### config.mk
export PLATFORM = sky130hd
export DESIGN_NAME = conv_puncturer
export DESIGN_NICKNAME = d
export VERILOG_FILES = /design/src/rtl/conv_puncturer.sv
export SDC_FILE = /design/constraint.sdc
export NUM_CORES = 1
export LEC_CHECK = 0
export CAP_MARGIN = 0
export CORE_AREA = 3 3 77 57
export CTS_BUF_LIST = sky130_fd_sc_hd__clkbuf_2
export CTS_CLUSTER_SIZE = 12
export DETAILED_ROUTE_END_ITERATION = 10
export DIE_AREA = 0 0 80 60
export PLACE_DENSITY = 0.73
export SLEW_MARGIN = 20
export SYNTH_ARGS = -nofsm -noshare
export SYNTH_HDL_FRONTEND = slang
export SYNTH_SLANG_ARGS = --single-unit
### constraint.sdc
create_clock -name Clk -period 3.1 [get_ports Clk]
set_clock_uncertainty 0.05 [all_clocks]
set_input_delay 0.62 -clock Clk [delete_from_list [all_inputs] [get_ports Clk]]
set_output_delay 0.62 -clock Clk [all_outputs]
set_load 0.01 [all_outputs]
### src/rtl/conv_puncturer.sv
// Puncturer for the rate-1/2 convolutional encoder output. It selects rate 1/2, 2/3 or 3/4
// and emits the surviving bits serially through a bit FIFO. Define PUNCT_CNT_EN to add drop_cnt.
module conv_puncturer #(
  parameter int DEPTH = 8,
  parameter int CNT_W = 16
) (
  input  logic             Clk,
  input  logic             reset,
  input  logic [1:0]       AB,
  input  logic             valid_in,
  output logic             in_ready,
  input  logic [1:0]       rate,
  output logic             out_bit,
  output logic             out_valid,
  input  logic             out_ready
`ifdef PUNCT_CNT_EN
  ,
  output logic [CNT_W-1:0] drop_cnt
`endif
);

  localparam int AW = $clog2(DEPTH);
  localparam logic [AW:0] FULL_M2 = (AW+1)'(DEPTH - 2);

  typedef enum logic [1:0] {
    RATE_1_2 = 2'b00,
    RATE_2_3 = 2'b01,
    RATE_3_4 = 2'b10
  } rate_e;

  if (DEPTH < 4 || (DEPTH & (DEPTH - 1)) != 0 || CNT_W < 1) begin : g_bad_cfg
    $error("conv_puncturer: DEPTH must be a power of two >= 4 and CNT_W >= 1");
  end

  logic [DEPTH-1:0] mem;
  logic [AW-1:0]    rd_ptr, wr_ptr, wr_b;
  logic [AW:0]      count;
  logic [1:0]       phase, rate_q, rate_sel;
  rate_e            mode;
  logic             keep_a, keep_b, last_phase;
  logic             accept, push_a, push_b, pop;
  logic [1:0]       n_push;

  assign in_ready  = (count <= FULL_M2);
  assign out_valid = (count != '0);
  assign out_bit   = mem[rd_ptr];

  always_comb begin
    // The phase-0 pair is punctured with the live rate; later pairs use the latched one.
    rate_sel   = (phase == 2'd0) ? rate : rate_q;
    mode       = RATE_1_2;
    keep_a     = 1'b1;
    keep_b     = 1'b1;
    last_phase = 1'b1;
    case (rate_sel)
      2'b01:   mode = RATE_2_3;
      2'b10:   mode = RATE_3_4;
      default: mode = RATE_1_2;
    endcase
    case (mode)
      RATE_2_3: begin
        keep_b     = (phase == 2'd0);
        last_phase = (phase == 2'd1);
      end
      RATE_3_4: begin
        keep_a     = (phase != 2'd2);
        keep_b     = (phase != 2'd1);
        last_phase = (phase == 2'd2);
      end
      default: begin
        keep_a     = 1'b1;
        keep_b     = 1'b1;
        last_phase = 1'b1;
      end
    endcase
    accept = valid_in && in_ready;
    push_a = accept && keep_a;
    push_b = accept && keep_b;
    n_push = {1'b0, push_a} + {1'b0, push_b};
    wr_b   = wr_ptr + {{(AW-1){1'b0}}, push_a};
    pop    = out_valid && out_ready;
  end

  always_ff @(posedge Clk or posedge reset) begin
    if (reset) begin
      mem    <= '0;
      rd_ptr <= '0;
      wr_ptr <= '0;
      count  <= '0;
      phase  <= '0;
      rate_q <= '0;
    end else begin
      if (push_a) mem[wr_ptr] <= AB[1];
      if (push_b) mem[wr_b]   <= AB[0];
      wr_ptr <= wr_ptr + {{(AW-2){1'b0}}, n_push};
      rd_ptr <= rd_ptr + {{(AW-1){1'b0}}, pop};
      count  <= count + {{(AW-1){1'b0}}, n_push} - {{AW{1'b0}}, pop};
      if (accept) begin
        if (phase == 2'd0) rate_q <= rate;
        phase <= last_phase ? 2'd0 : phase + 2'd1;
      end
    end
  end

`ifdef PUNCT_CNT_EN
  always_ff @(posedge Clk or posedge reset) begin
    if (reset) begin
      drop_cnt <= '0;
    end else if (accept && !(keep_a && keep_b) && !(&drop_cnt)) begin
      drop_cnt <= drop_cnt + 1'b1;
    end
  end
`endif

endmodule

Word level (Yosys, flattened, before mapping). Cells that the tools add are included.

Output and inout port bits: 3. Bits in registers: 22. Input port bits: 8. Word-level logic and storage cells: 51.

Equal/unequal tests: 8. Reductions and logical operators: 8. Mux-type cells: 16. $lt $le $gt $ge: 6. Add/sub/neg operators: 7.

Operators by type and width (number): $bwmux 8 (2); $mux 8 (2); $lt 3x4->1 const B (3); $add 3x1->3 (2); $demux 1 s3 (2); $eq 2x1->1 const B (3); $eq 2x2->1 const B (3); $ge 3x1->1 const B (2); $logic_and 1x1->1 (6); $add 4x2->4 (1); $le 4x3->1 const B (1); $mux 1 (4); $mux 2 (2); $pmux 1 s2 (2); $pmux 2 s2 (1); $reduce_bool 4->1 (1); $sub 4x1->4 (1); $add 3x2->3 (1); $bmux 1 s3 (1); $add 1x1->2 (1); $add 2x1->2 const B (1); $logic_not 2->1 (1); $ne 2x1->1 const B (1); $ne 2x2->1 const B (1).

Longest topological paths before layout.
Depth after elaboration: 14. Depth in mapped cells: 17. Gate-level depth less buffers: 16.

Worst setup path after synthesis. Ideal clock, no wire load.

Path type: register -> register. From: register phase[0]. To: register count[2]. Setup time: 123 ps. Path slack: -199 ps. Clock period less this slack: 3299 ps. Required time: 2927 ps. Arrival: 3127 ps. Buffers on the path: 1. Stages on the path, launching flop included: 18. Cell sequence: dfrtp_1 > inv_1 > ha_1 > mux2i_1 > inv_1 > ha_1 > a21oi_1 > o21a_1 > buf_6 > nor2_1 > ha_1 > inv_1 > ha_1 > inv_1 > ha_1 > inv_1 > fa_1 > xnor2_1.

Longest elaborated chain between the ends: 10. Elaborated cells on any way between the ends: 16. Classes of those cells: add/sub: 3; eq/ne: 6; mux: 4; reduce/logical: 3.

Ends and longest elaborated chain: start: declaration (RTL line 38) `logic [1:0] phase, rate_q, rate_sel;`; start signal: assignment (RTL line 100) `phase <= last_phase ? 2'd0 : phase + 2'd1;`; $logic_not 2->1 (*) (RTL line 50) `rate_sel = (phase == 2'd0) ? rate : rate_q;`; $mux 2 (*); net rate_sel[0] (RTL line 38); $eq 2x2->1 / $eq 2x1->1 (equally long branches) (RTL line 55) `case (rate_sel)`; $pmux 2 s2 (*) (RTL line 55); $eq 2x2->1 / $eq 2x1->1 (equally long branches) (RTL line 60) `case (mode)`; $pmux 1 s2 / $mux 1 (equally long branches) (RTL line 60); $logic_and 1x1->1, on equally long branches (RTL line 78, 77); $add 1x1->2 (*) (RTL line 79) `n_push = {1'b0, push_a} + {1'b0, push_b};`; $add 4x2->4 (*) (RTL line 97) `count <= count + {{(AW-1){1'b0}}, n_push} - {{AW{1'b0}}, pop};`; $sub 4x1->4 (*) (RTL line 97); end signal: assignment (RTL line 97); end: declaration (RTL line 37) `logic [AW:0] count;`.

The timed path passes the listed nets; every way through them passes the cells marked *. A chain may end at the register's enable or synchronous reset.

Final worst setup path. Same ends and word-level chain as after synthesis.

==> impl_metrics.toml <==
[logic_synthesis]
syn_area_mm2 = 0.00164
ys_ff_latch = 22
synth_top_area_cell = "dfrtp_1"
syn_area_per_cell_um2 = 9.61
synth_edf_count = 0
synthFlopType = "dfrtp_1"
synth_top_cells_by_area = "dfrtp_1 (33%), ha_1 (14%), inv_1 (5.0%)"
synth.top_cell.area_share_pct = 33.5
yosys_warnings = 0
async_flop_share_pct = 100
netlist_instances = 171
seq_area_frac_synth_pct = 33.5
yosys-top-cells-count = "dfrtp_1 (22), inv_1 (22), ha_1 (18), nand3_1 (10)"
ys_types = 44
syn_nets = 199

[routing]
drtAntennaViolNets = 0
via_per_inst = 5.52
drc = 0
num_vias = 1353
drt-pass1-iter-count = 4
wl_per_cell_um = 15.1
dr.first_iter.drc_count = 114
totalWireLength_um = 3690

[min_path]
hp-class = "register to register"

[cts]
clockBufferDepth = 2
cts_tree = "built"
htreeDepth = 1
numCtsBuffers = 3
clock-sinks = 22
ctsRootBufferMaster = "clkbuf_2"
ctsHoldBuffers = 0
clk_pin_slew_ps = 210
clk_latency_ps = 340

[timing]
timing.fmax_mhz = 323
rsz0062_at_grt = "yes"
max_slew_margin_pct = 41.4
slew_violations = 0
setup_viol = 0
tightestPinTransition_ps = 878
whs_ps = 448
hold_violations = 0
post-route-period-util_pct = 99.8
fin_crit_ps = 3090

[setup_path]
required_ps = 3310
slowest_stage = "dfrtp_1"
worstPathCellList = "inv_2, ha_4, mux2i_4, inv_2, ha_4, a21oi_2, o21a_1, nor2_2, ha_1, inv_1, ha_1, inv_1, ha_2, inv_2, fa_1, xnor2_1"
startpoint = "phase[0]$_DFFE_PP0P_"
critPathCapture = "count[2]$_DFF_PP0_"
r2r_start = "phase[0]$_DFFE_PP0P_"
end_kind = "register"
reg2reg_depth = 16
criticalPathCategory = "register to register"
cp.arrival_ps = 3310
cp_max_fo = 3
r2r-end = "count[2]$_DFF_PP0_"
slowest_delay_ps = 440
ff2ff_setup_slack_ps = 7
crit_top_cell = "inv_2"
critPathLaunchType = "register"

[final_layout]
antenna_cells = 0
design_area_mm2 = 0.00203
drive_above_1_share_pct = 25.6
final_nets = 224
area_growth_pct = 23.3
finalNonFillerCells = 245
fillers = 316

[outcome]
outcome = "finished, final reports clean"

[global_routing]
grt_pass1_wl_um = 6410
grt-ovfl-total = 0
antenna_found_initial = 0
grt_max_degree = 23
grt_pass1_vias = 1438
grt_util_all_layers_pct = 17.2

[power_and_ir_drop]
ir_drop_uv = 557
powerDensity_mw_per_mm2 = 1220
p_leak_uw = 0.000855
power_uw = 2470

[floorplanning]
core_mm2 = 0.00360
die_h_um = 60
fp.dieW_um = 80
die_area_mm2 = 0.00480
fp-row-count = 18
initial_utilization_pct = 45.6
ios = 11

[place]
hpwlAfterDp_um = 2720
dpl_cell_area_mm2 = 0.00189
gp_congestion = 0.843
port_buffers = 10
dp_cells = 235

[run]
max_cap_viol_count = 0
[layer usage]
layer	track usage (%)	vias to the layer above	wire length, um
met3	4.22	5	230
met1	21.3	653	1600
met2	29.4	39	1830
met4	6.75	0	27
li1	-	656	-
met5	0	-	0
[critical path: cells and delay by family (launching register included)]
| kind | cells | cell delay, ps |
|---|---|---|
| AND/OR/NAND/NOR | 1 | 40 |
| AO/OA/AOI/OAI | 2 | 290 |
| adder cells (fa/ha/maj) | 6 | 1520 |
| multiplexers | 1 | 240 |
| buffers and inverters | 5 | 300 |
| XOR/XNOR | 1 | 140 |
| flip-flops | 1 | 440 |
[worst min-delay path by stage]
stage                                      to  cells after the start                 from
after global placement    rd_ptr[2]$_DFF_PP0_                      1  rd_ptr[2]$_DFF_PP0_
after floorplan           rd_ptr[2]$_DFF_PP0_                      1  rd_ptr[2]$_DFF_PP0_
after global routing      rd_ptr[2]$_DFF_PP0_                      1  rd_ptr[2]$_DFF_PP0_
after CTS                 rd_ptr[2]$_DFF_PP0_                      1  rd_ptr[2]$_DFF_PP0_
after detailed placement  rd_ptr[2]$_DFF_PP0_                      1  rd_ptr[2]$_DFF_PP0_
final                     rd_ptr[2]$_DFF_PP0_                      1  rd_ptr[2]$_DFF_PP0_
[state kept, by name, indices dropped and copies added (netlist names)]
register	cells
count	4
mem	8
phase	2
rate_q	2
rd_ptr	3
wr_ptr	3
[cell usage in the layout, fill, tap and decap left out, types with 2 or more instances in the layout]
cell / synthesis / final
dfrtp_1: 22 / 22
buf_4: 2 / 20
inv_1: 22 / 18
ha_1: 18 / 13
nand3_1: 10 / 10
clkdlybuf4s50_1: 0 / 10
nand4_1: 8 / 8
a31oi_1: 8 / 8
nand2_1: 6 / 6
o21ai_0: 6 / 6
inv_2: 1 / 5
or3_1: 4 / 4
nor4_1: 4 / 4
o31ai_1: 4 / 4
mux2i_4: 1 / 3
nor3_1: 4 / 3
ha_4: 0 / 3
clkbuf_2: 0 / 3
clkinv_1: 1 / 2
nor2_1: 3 / 2
and2_1: 2 / 2
xnor2_1: 3 / 2
and2b_1: 2 / 2
a21oi_2: 0 / 2
nor4b_1: 4 / 2
nor3b_1: 2 / 2
nor4b_2: 0 / 2
xor2_1: 3 / 2
mux4_2: 2 / 2
fa_1: 2 / 2
ha_2: 0 / 2
[logic make-up (layout without fill, tap and decap cells)]
logic type / after synthesis / in the layout / share of synthesized area [%]
compound gates: 29 / 29 / 11.4
fa+ha+maj: 20 / 20 / 16.1
mux: 8 / 8 / 7.53
buf+inv: 34 / 58 / 9.74
xor+xnor: 6 / 6 / 3.20
flops: 22 / 22 / 33.5
simple gates: 52 / 52 / 18.5
[metrics by stage]
stage	setup slack (ps)	TNS, ps	util, %
6_report	6.77	0	56.3
5_1_grt	-149	-398	56.3
4_1_cts	-6.18	-8.51	53.9
3_5_place_dp	-351	-2760	52.5
3_3_place_gp	-253	-1840	52.5
2_1_floorplan	-31.2	-61.5	-
[cell type report]
class | count | area (um^2) | area share, %
clock buffers | 3 | 15.0 | 0.741
clock inverters | 1 | 3.75 | 0.185
inverters | 24 | 90.1 | 4.44
multi-input cells | 115 | 1050 | 52.0
flip-flops and latches | 22 | 551 | 27.2
well taps | 50 | 62.6 | 3.09
repair buffers | 30 | 250 | 12.3
[what timing repair did]
item	in CTS	in global routing
endpoints found under the setup margin	3	11
pin swaps	3	1
gates resized for setup	2	10
setup buffers	3	3
[where the power goes]
| part | leakage [uW] | internal (uW) | switching, uW |
|---|---|---|---|
| Sequential | 0.000263 | 444 | 159 |
| Combinational | 0.000579 | 873 | 874 |
| Clock | 0.0000140 | 28.0 | 92.0 |
Power figures use the tool's default switching activity.
